===== src/rtl/loop_nest.sv =====
// loop_nest: two-level nested index generator with a valid/ready output stream.
//
// On an accepted start the inner and outer limits are latched. The block then
// emits the (cnt_o, cnt_i) pairs for a row-major walk over 0..lim_o x 0..lim_i,
// one pair per cycle while ready is high. A one-cycle done pulse follows the
// final beat.
//
// Optional feature: define LOOP_NEST_ABORT_EN to add the abort input, which
// cancels a running job without a done pulse.
//
// Ports:
//   clk    - clock; all state changes on the rising edge
//   rst    - synchronous active-high reset
//   start  - job request, sampled only while idle
//   lim_i  - inner loop limit (inclusive)
//   lim_o  - outer loop limit (inclusive)
//   busy   - high while a job is running or completing
//   done   - one-cycle pulse when a job completes
//   valid  - an index pair is being presented
//   ready  - consumer accepts the pair; a beat is valid && ready
//   cnt_i  - inner index
//   cnt_o  - outer index
//   last_i - current pair ends an inner row
//   last_o - current pair is the final pair of the job
//   abort  - cancel the running job (LOOP_NEST_ABORT_EN only)
module loop_nest #(
    parameter int unsigned DATA_W = 8
) (
    input  logic              clk,
    input  logic              rst,
    input  logic              start,
    input  logic [DATA_W-1:0] lim_i,
    input  logic [DATA_W-1:0] lim_o,
    output logic              busy,
    output logic              done,
    output logic              valid,
    input  logic              ready,
    output logic [DATA_W-1:0] cnt_i,
    output logic [DATA_W-1:0] cnt_o,
    output logic              last_i,
    output logic              last_o
`ifdef LOOP_NEST_ABORT_EN
    ,
    input  logic              abort
`endif
);

    typedef enum logic [1:0] {StIdle, StRun, StDone} state_e;

    state_e            state_q, state_d;
    logic [DATA_W-1:0] cnt_i_q, cnt_i_d;
    logic [DATA_W-1:0] cnt_o_q, cnt_o_d;
    logic [DATA_W-1:0] lim_i_q, lim_i_d;
    logic [DATA_W-1:0] lim_o_q, lim_o_d;
    logic              beat;

    assign valid  = (state_q == StRun);
    assign busy   = (state_q != StIdle);
    assign done   = (state_q == StDone);
    assign cnt_i  = cnt_i_q;
    assign cnt_o  = cnt_o_q;
    assign last_i = valid && (cnt_i_q == lim_i_q);
    assign last_o = last_i && (cnt_o_q == lim_o_q);
    assign beat   = valid && ready;

    always_comb begin
        state_d = state_q;
        cnt_i_d = cnt_i_q;
        cnt_o_d = cnt_o_q;
        lim_i_d = lim_i_q;
        lim_o_d = lim_o_q;
        unique case (state_q)
            StIdle: begin
                if (start) begin
                    lim_i_d = lim_i;
                    lim_o_d = lim_o;
                    cnt_i_d = '0;
                    cnt_o_d = '0;
                    state_d = StRun;
                end
            end
            StRun: begin
`ifdef LOOP_NEST_ABORT_EN
                // Abort wins over a beat in the same cycle.
                if (abort) begin
                    cnt_i_d = '0;
                    cnt_o_d = '0;
                    state_d = StIdle;
                end else
`endif
                if (beat) begin
                    if (last_o) begin
                        cnt_i_d = '0;
                        cnt_o_d = '0;
                        state_d = StDone;
                    end else if (last_i) begin
                        // Counters stop at their limit, so a full-range limit never wraps.
                        cnt_i_d = '0;
                        cnt_o_d = cnt_o_q + 1'b1;
                    end else begin
                        cnt_i_d = cnt_i_q + 1'b1;
                    end
                end
            end
            StDone: begin
                // start is deliberately not queued here.
                state_d = StIdle;
            end
            default: begin
                state_d = StIdle;
            end
        endcase
    end

    always_ff @(posedge clk) begin
        if (rst) begin
            state_q <= StIdle;
            cnt_i_q <= '0;
            cnt_o_q <= '0;
            lim_i_q <= '0;
            lim_o_q <= '0;
        end else begin
            state_q <= state_d;
            cnt_i_q <= cnt_i_d;
            cnt_o_q <= cnt_o_d;
            lim_i_q <= lim_i_d;
            lim_o_q <= lim_o_d;
        end
    end

endmodule


===== config.mk =====
export PLATFORM = sky130hd
export DESIGN_NAME = loop_nest
export DESIGN_NICKNAME = d
export VERILOG_FILES = /design/src/rtl/loop_nest.sv
export SDC_FILE = /design/constraint.sdc
export NUM_CORES = 1
export LEC_CHECK = 0
export ABC_CLOCK_PERIOD_IN_PS = 2000
export CAP_MARGIN = 25
export CORE_AREA = 2 2 57 69
export DETAILED_ROUTE_END_ITERATION = 6
export DIE_AREA = 0 0 59 71
export GPL_TIMING_DRIVEN = 0
export PLACE_DENSITY = 0.76
export SETUP_SLACK_MARGIN = 0.1
export SLEW_MARGIN = 20
export SYNTH_ARGS = -nofsm -noshare
export SYNTH_HDL_FRONTEND = slang
export SYNTH_SLANG_ARGS = --single-unit

===== constraint.sdc =====
create_clock -name clk -period 2 [get_ports clk]
set_input_delay 0.3 -clock clk [delete_from_list [all_inputs] [get_ports clk]]
set_output_delay 0.3 -clock clk [all_outputs]
set_load 0.02 [all_outputs]

== Word level (Yosys, flattened, before mapping) ==
Index checks and enable logic that the tools add are counted.
Word-level totals
  bits in registers: 34
  word-level logic and storage cells: 38
Cells by class
  add/subtract/negate cells: 2
  equality and inequality tests: 8
  mux-type cells: 13
  reductions and logical operators: 10
Operators with widths (number)
  $mux 8: 7
  $pmux 8 s2: 2
  $add 8x1->8 const B: 2
  $eq 8x8->1: 2
  $mux 2: 3
  $reduce_and 3->1: 2
  $ne 2x1->1 const B: 2
  $pmux 2 s2: 1
  $reduce_and 4->1: 1
  $reduce_bool 2->1: 2
  $logic_and 1x1->1: 3
  $ne 3x1->1 const B: 1
  $eq 2x1->1 const B: 1
  $eq 2x2->1 const B: 1
  $logic_not 2->1: 1
  $ne 2x2->1 const B: 1
  $reduce_and 2->1: 1

== Depth between registers and ports, before layout ==
  word-level depth: 6
  depth in mapped cells: 7

== Worst setup path after synthesis ==
No wires, ideal clock.
  path type: flip-flop to flip-flop
  start point: reg cnt_i_q[3], in the netlist cnt_i[3]
  end point: reg cnt_o_q[5], in the netlist cnt_o[5]
  setup time: 86 ps
  arrival time: 1893 ps
  data required time: 1914 ps
  path slack: 21 ps
  stages on the path, launching flop included: 7
  path buffers: 1
  period minus slack after synthesis: 1979 ps
  cells stage by stage: dfxtp_1 xor2_1 nor4_2 a21oi_1 buf_6 or4_1 a211oi_1
On the way
  longest elaborated chain between the ends: 6
  elaborated cells on any way between the ends: 8
  classes of those cells: 2 x eq/ne; 3 x mux; 3 x reduce/logical
RTL lines
  start: declaration: RTL line 51  | logic [DATA_W-1:0] cnt_i_q, cnt_i_d;
  start signal: assignment: RTL line 124  | cnt_i_q <= cnt_i_d;
  $eq 8x8->1 *: RTL line 62  | assign last_i = valid && (cnt_i_q == lim_i_q);
  $logic_and 1x1->1 *: RTL line 62
  $logic_and 1x1->1: RTL line 63  | assign last_o = last_i && (cnt_o_q == lim_o_q);
  $mux 8: RTL line 92  | if (last_o) begin
  $mux 8: RTL line 91  | if (beat) begin
  $pmux 8 s2: RTL line 72  | unique case (state_q)
  end signal: assignment: RTL line 125  | cnt_o_q <= cnt_o_d;
  end: declaration: RTL line 52  | logic [DATA_W-1:0] cnt_o_q, cnt_o_d;
Mark *: on every way between the ends. The rest lies on a longest branch, timed or not. The select of a mux whose other input is x is not followed.
A chain may end at the register's enable or synchronous reset.

== Worst setup path in the final report ==
  start point: reg cnt_i_q[3], in the netlist cnt_i[3]
  end point: out last_o
On the way
  longest elaborated chain between the ends: 3
RTL lines
  $eq 8x8->1: RTL line 62
  $logic_and 1x1->1: RTL line 62
  $logic_and 1x1->1: RTL line 63
  end: declaration: RTL line 41  | output logic last_o
No other way between the ends.

==> impl_metrics.py <==
metrics = {
    "critical_path": {
        "timing.critical_path.to_type": "output pin",
        "rr_worst_depth": 7,
        "critical_path.startpoint_type": "flip-flop",
        "timing.rr.start": "cnt_i[3]$_SDFFE_PP0P_",
        "required_ns": 1.70,
        "rrSetupSlack_ns": 0.04,
        "crit_fanout": 4,
        "critical_path_arrival_ns": 1.70,
        "regToRegEndpoint": "cnt_o[6]$_SDFFE_PP0P_",
        "timing_worst_setup_path_type": "flip-flop to output pin",
    },
    "clocking": {
        "worst_skew_pair.late_latency_ns": 0.29,
        "cts_max_level": 2,
        "tritoncts_num_sinks": 34,
        "max-clock-path-buffers": 2,
        "cts_made_buffers": 5,
        "hold_buffers": 0,
        "clk_root_buffer_cell": "sky130_fd_sc_hd__clkbuf_8",
        "clock_transition_at_path_regs_ns": 0.07,
        "tritoncts_clock_tree": "built",
    },
    "grt": {
        "vias_in_the_first_global_route": 1477,
        "grt_max_degree": 11,
        "antenna_found_initial": 0,
        "total_global_routing_overflow": 0,
        "global_route.usage.total": 0.208,
        "wire_length_of_the_first_global_routing_pass_um": 6740,
    },
    "final_layout": {
        "layout.core_utilization": 0.656,
        "syn_to_final_growth_pct": 42.7,
        "fillerInstances": 292,
        "multi_input_comb_area_um2": 953,
        "drive_above_1_share": 0.184,
        "regArea_um2": 698,
        "antenna-diode-count": 0,
        "layout.nets": 276,
    },
    "floorplan": {
        "dieWidth_um": 59,
        "floorplan.core_area_um2": 3540,
        "initial_utilization": 0.460,
        "ios": 41,
        "design.die.area_um2": 4190,
        "num_rows": 24,
        "fp.dieH_um": 71,
    },
    "logic_synthesis": {
        "synthesis.yosys.warnings": 0,
        "synth_cells": 200,
        "netlist_area_um2": 1630,
        "synth.distinct_cells": 34,
        "number_of_flops_mapped_to_enable_cells_by_yosys": 0,
        "synth_area_per_cell_um2": 8.15,
        "synth_area_leaders": "sky130_fd_sc_hd__dfxtp_1 42%, sky130_fd_sc_hd__xor2_1 9.7%, sky130_fd_sc_hd__nand2_1 9.2%, sky130_fd_sc_hd__a21oi_1 6.1%, sky130_fd_sc_hd__a211oi_1 3.2%",
        "synth.yosys.seq_area_share": 0.418,
        "ys_async_sr_fraction": 0,
        "mappedNetlistNets": 222,
        "netlist.top_cell.by_area": "sky130_fd_sc_hd__dfxtp_1",
        "synth_largest_type_area_fraction": 0.418,
        "ys_dominant_reg_cell": "sky130_fd_sc_hd__dfxtp_1",
        "synth.ff_latch_count": 34,
    },
    "power_and_ir_drop": {
        "max-vdd-ir-drop_uv": 520,
        "power.leakage_nw": 0.920,
        "powerDensity_nw_per_um2": 666,
    },
    "detailed_routing": {
        "met2RoutedLength_um": 2010,
        "detailedRoute.firstPassIterationCount": 5,
        "route.met3.wl_um": 237,
        "drcViolationCount": 0,
        "drtIter0Drc": 83,
        "routed_wire_length_per_instance_um": 14.0,
        "met1Wirelength_um": 1780,
        "avgViaCountPerCell": 5.49,
        "antenna_left": 0,
        "route.vias.total": 1614,
        "drt_wl_total_um": 4120,
        "highest_layer": "met4",
    },
    "hold_path": {
        "worst_hold_startpoint": "rst",
        "holdPathStages": 2,
        "worst_hold_path.endpoint": "cnt_o[0]$_SDFFE_PP0P_",
        "hold_path_class": "input pin to flip-flop",
    },
    "timing": {
        "worstMarginPinSlew_ns": 0.531,
        "timing.fmax_ghz": 0.500,
        "worst_slew_margin_rel": 0.646,
        "postLayoutSetupSlackWorst_ns": -0.0000770,
        "rsz_0062_raised_after_global_routing": "true",
        "setup_tns_ns": -0.0000770,
        "timing.final.setup_violations": 1,
        "final_max_slew_viol_count": 0,
        "finalHoldViolCount": 0,
        "final.period_utilization": 1.00,
        "finalClockSkew_ns": 0.00592,
        "period_needed_ns": 2.00,
    },
    "run": {
        "drv.max_cap_violation_count": 0,
    },
    "place": {
        "port_buffers": 39,
        "gp_congestion": 0.761,
        "detailed_place_hpwl_um": 2870,
    },
    "run_status": {
        "outcome": "finished with violations",
        "failed_checks": "negative setup slack",
    },
}
-- through the flow --
stage | hold WS, ns | setup slack (ns) | area [um2] | power, mW | cells
floorplan | 0.436 | 0.103 | 1630 | 0.892 | 200
global placement | 0.455 | -0.400 | 2070 | 0.990 | 278
detailed placement | 0.461 | -0.393 | 2070 | 0.994 | 278
CTS | 0.421 | 0.0596 | 2190 | 1.52 | 289
global route | 0.461 | -0.0477 | 2320 | 1.61 | 294
finish | 0.439 | -0.0000770 | 2320 | 1.55 | 294
-- how the worst max path moves through the flow --
| stage | start | to | slack (ns) | cells after the start |
|---|---|---|---|---|
| finish | cnt_i[3]$_SDFFE_PP0P_ | last_o | -0.00008 | 6 |
| detailed placement | ready | cnt_o[2]$_SDFFE_PP0P_ | -0.39 | 6 |
| global route | cnt_i[4]$_SDFFE_PP0P_ | last_o | -0.05 | 6 |
| CTS | cnt_i[1]$_SDFFE_PP0P_ | last_o | 0.06 | 6 |
| global placement | ready | cnt_o[3]$_SDFFE_PP0P_ | -0.40 | 6 |
| floorplan | cnt_i[2]$_SDFFE_PP0P_ | cnt_o[5]$_SDFFE_PP0P_ | 0.10 | 6 |
-- what timing repair did --
action / CTS / global route
hold endpoints to repair: 0 / 0
cloned: 0 / 1
resized for setup: 17 / 31
setup buffers: 3 / 4
endpoints found under the setup margin: 18 / 19
pin swaps: 6 / 7
-- worst max-delay path, cell delays in order (launching register included) --
cell                      delay, ns
sky130_fd_sc_hd__dfxtp_4       0.36
sky130_fd_sc_hd__xor2_1        0.15
sky130_fd_sc_hd__nor4_2        0.31
sky130_fd_sc_hd__buf_4         0.19
sky130_fd_sc_hd__nand4_1       0.11
sky130_fd_sc_hd__nor2_1        0.14
sky130_fd_sc_hd__buf_4         0.16
-- synthesized netlist by cell type (2+ instances only) --
master and number:
sky130_fd_sc_hd__nand2_1 40, sky130_fd_sc_hd__dfxtp_1 34, sky130_fd_sc_hd__a21oi_1 20, sky130_fd_sc_hd__xor2_1 18, sky130_fd_sc_hd__nor2_1 9, sky130_fd_sc_hd__clkbuf_1 8, sky130_fd_sc_hd__a211oi_1 7, sky130_fd_sc_hd__inv_1 7
sky130_fd_sc_hd__nor3_1 7, sky130_fd_sc_hd__o21ai_0 5, sky130_fd_sc_hd__nand3_1 4, sky130_fd_sc_hd__o31ai_1 4, sky130_fd_sc_hd__or3_1 4, sky130_fd_sc_hd__or4_1 4, sky130_fd_sc_hd__nand4_1 3, sky130_fd_sc_hd__nor4_1 3
sky130_fd_sc_hd__xnor2_1 3, sky130_fd_sc_hd__a31oi_1 2, sky130_fd_sc_hd__ha_1 2, sky130_fd_sc_hd__nor4_2 2
-- flip-flops by register name, summed over array words and instances, names as in the netlist --
| register | count |
|---|---|
| lim_o_q | 8 |
| state_q | 2 |
| lim_i_q | 8 |
| cnt_o | 8 |
| cnt_i | 8 |
-- layout by cell type, fill, tap and decap left out, drive strengths merged, types with 5 or more instances in the layout --
cell           netlist  routed
inv                  7       7
xor2                18      18
nor4                 5       5
nor3                 7       7
a21oi               20      20
clkbuf               8      15
dfxtp               34      34
clkdlybuf4s50        0      34
a211oi               7       7
nor2                 9       9
buf                  2      12
o21ai                5       5
nand2               40      40
-- logic make-up after synthesis --
family / after synthesis / share of synthesized area
fa+ha+maj: 2 / 0.0154
flops: 34 / 0.418
simple gates: 85 / 0.258
mux: 1 / 0.00614
buf+inv: 17 / 0.0438
compound gates: 40 / 0.146
xor+xnor: 21 / 0.113
-- power by group --
part           total (mW)  switching (mW)  internal (mW)  leakage (nW)
logic               0.300           0.165          0.135         0.589
clock network       0.521           0.243          0.277        0.0482
registers           0.728          0.0258          0.702         0.282
-- layout make-up --
class	count	share of cell area
sequential	34	0.300
inverter	7	0.0113
buffer	10	0.0215
tap	39	0.0210
clock inverter	1	0.00215
timing repair buffer	47	0.196
clock buffer	7	0.0371
multi-input combinational	149	0.410
-- metal layers --
layer	GRT usage	vias to the layer above
met5	0	-
met4	0.0581	0
met3	0.0622	16
met2	0.327	60
met1	0.274	732
li1	-	806
No activity file was read; power rests on OpenSTA's default activity.
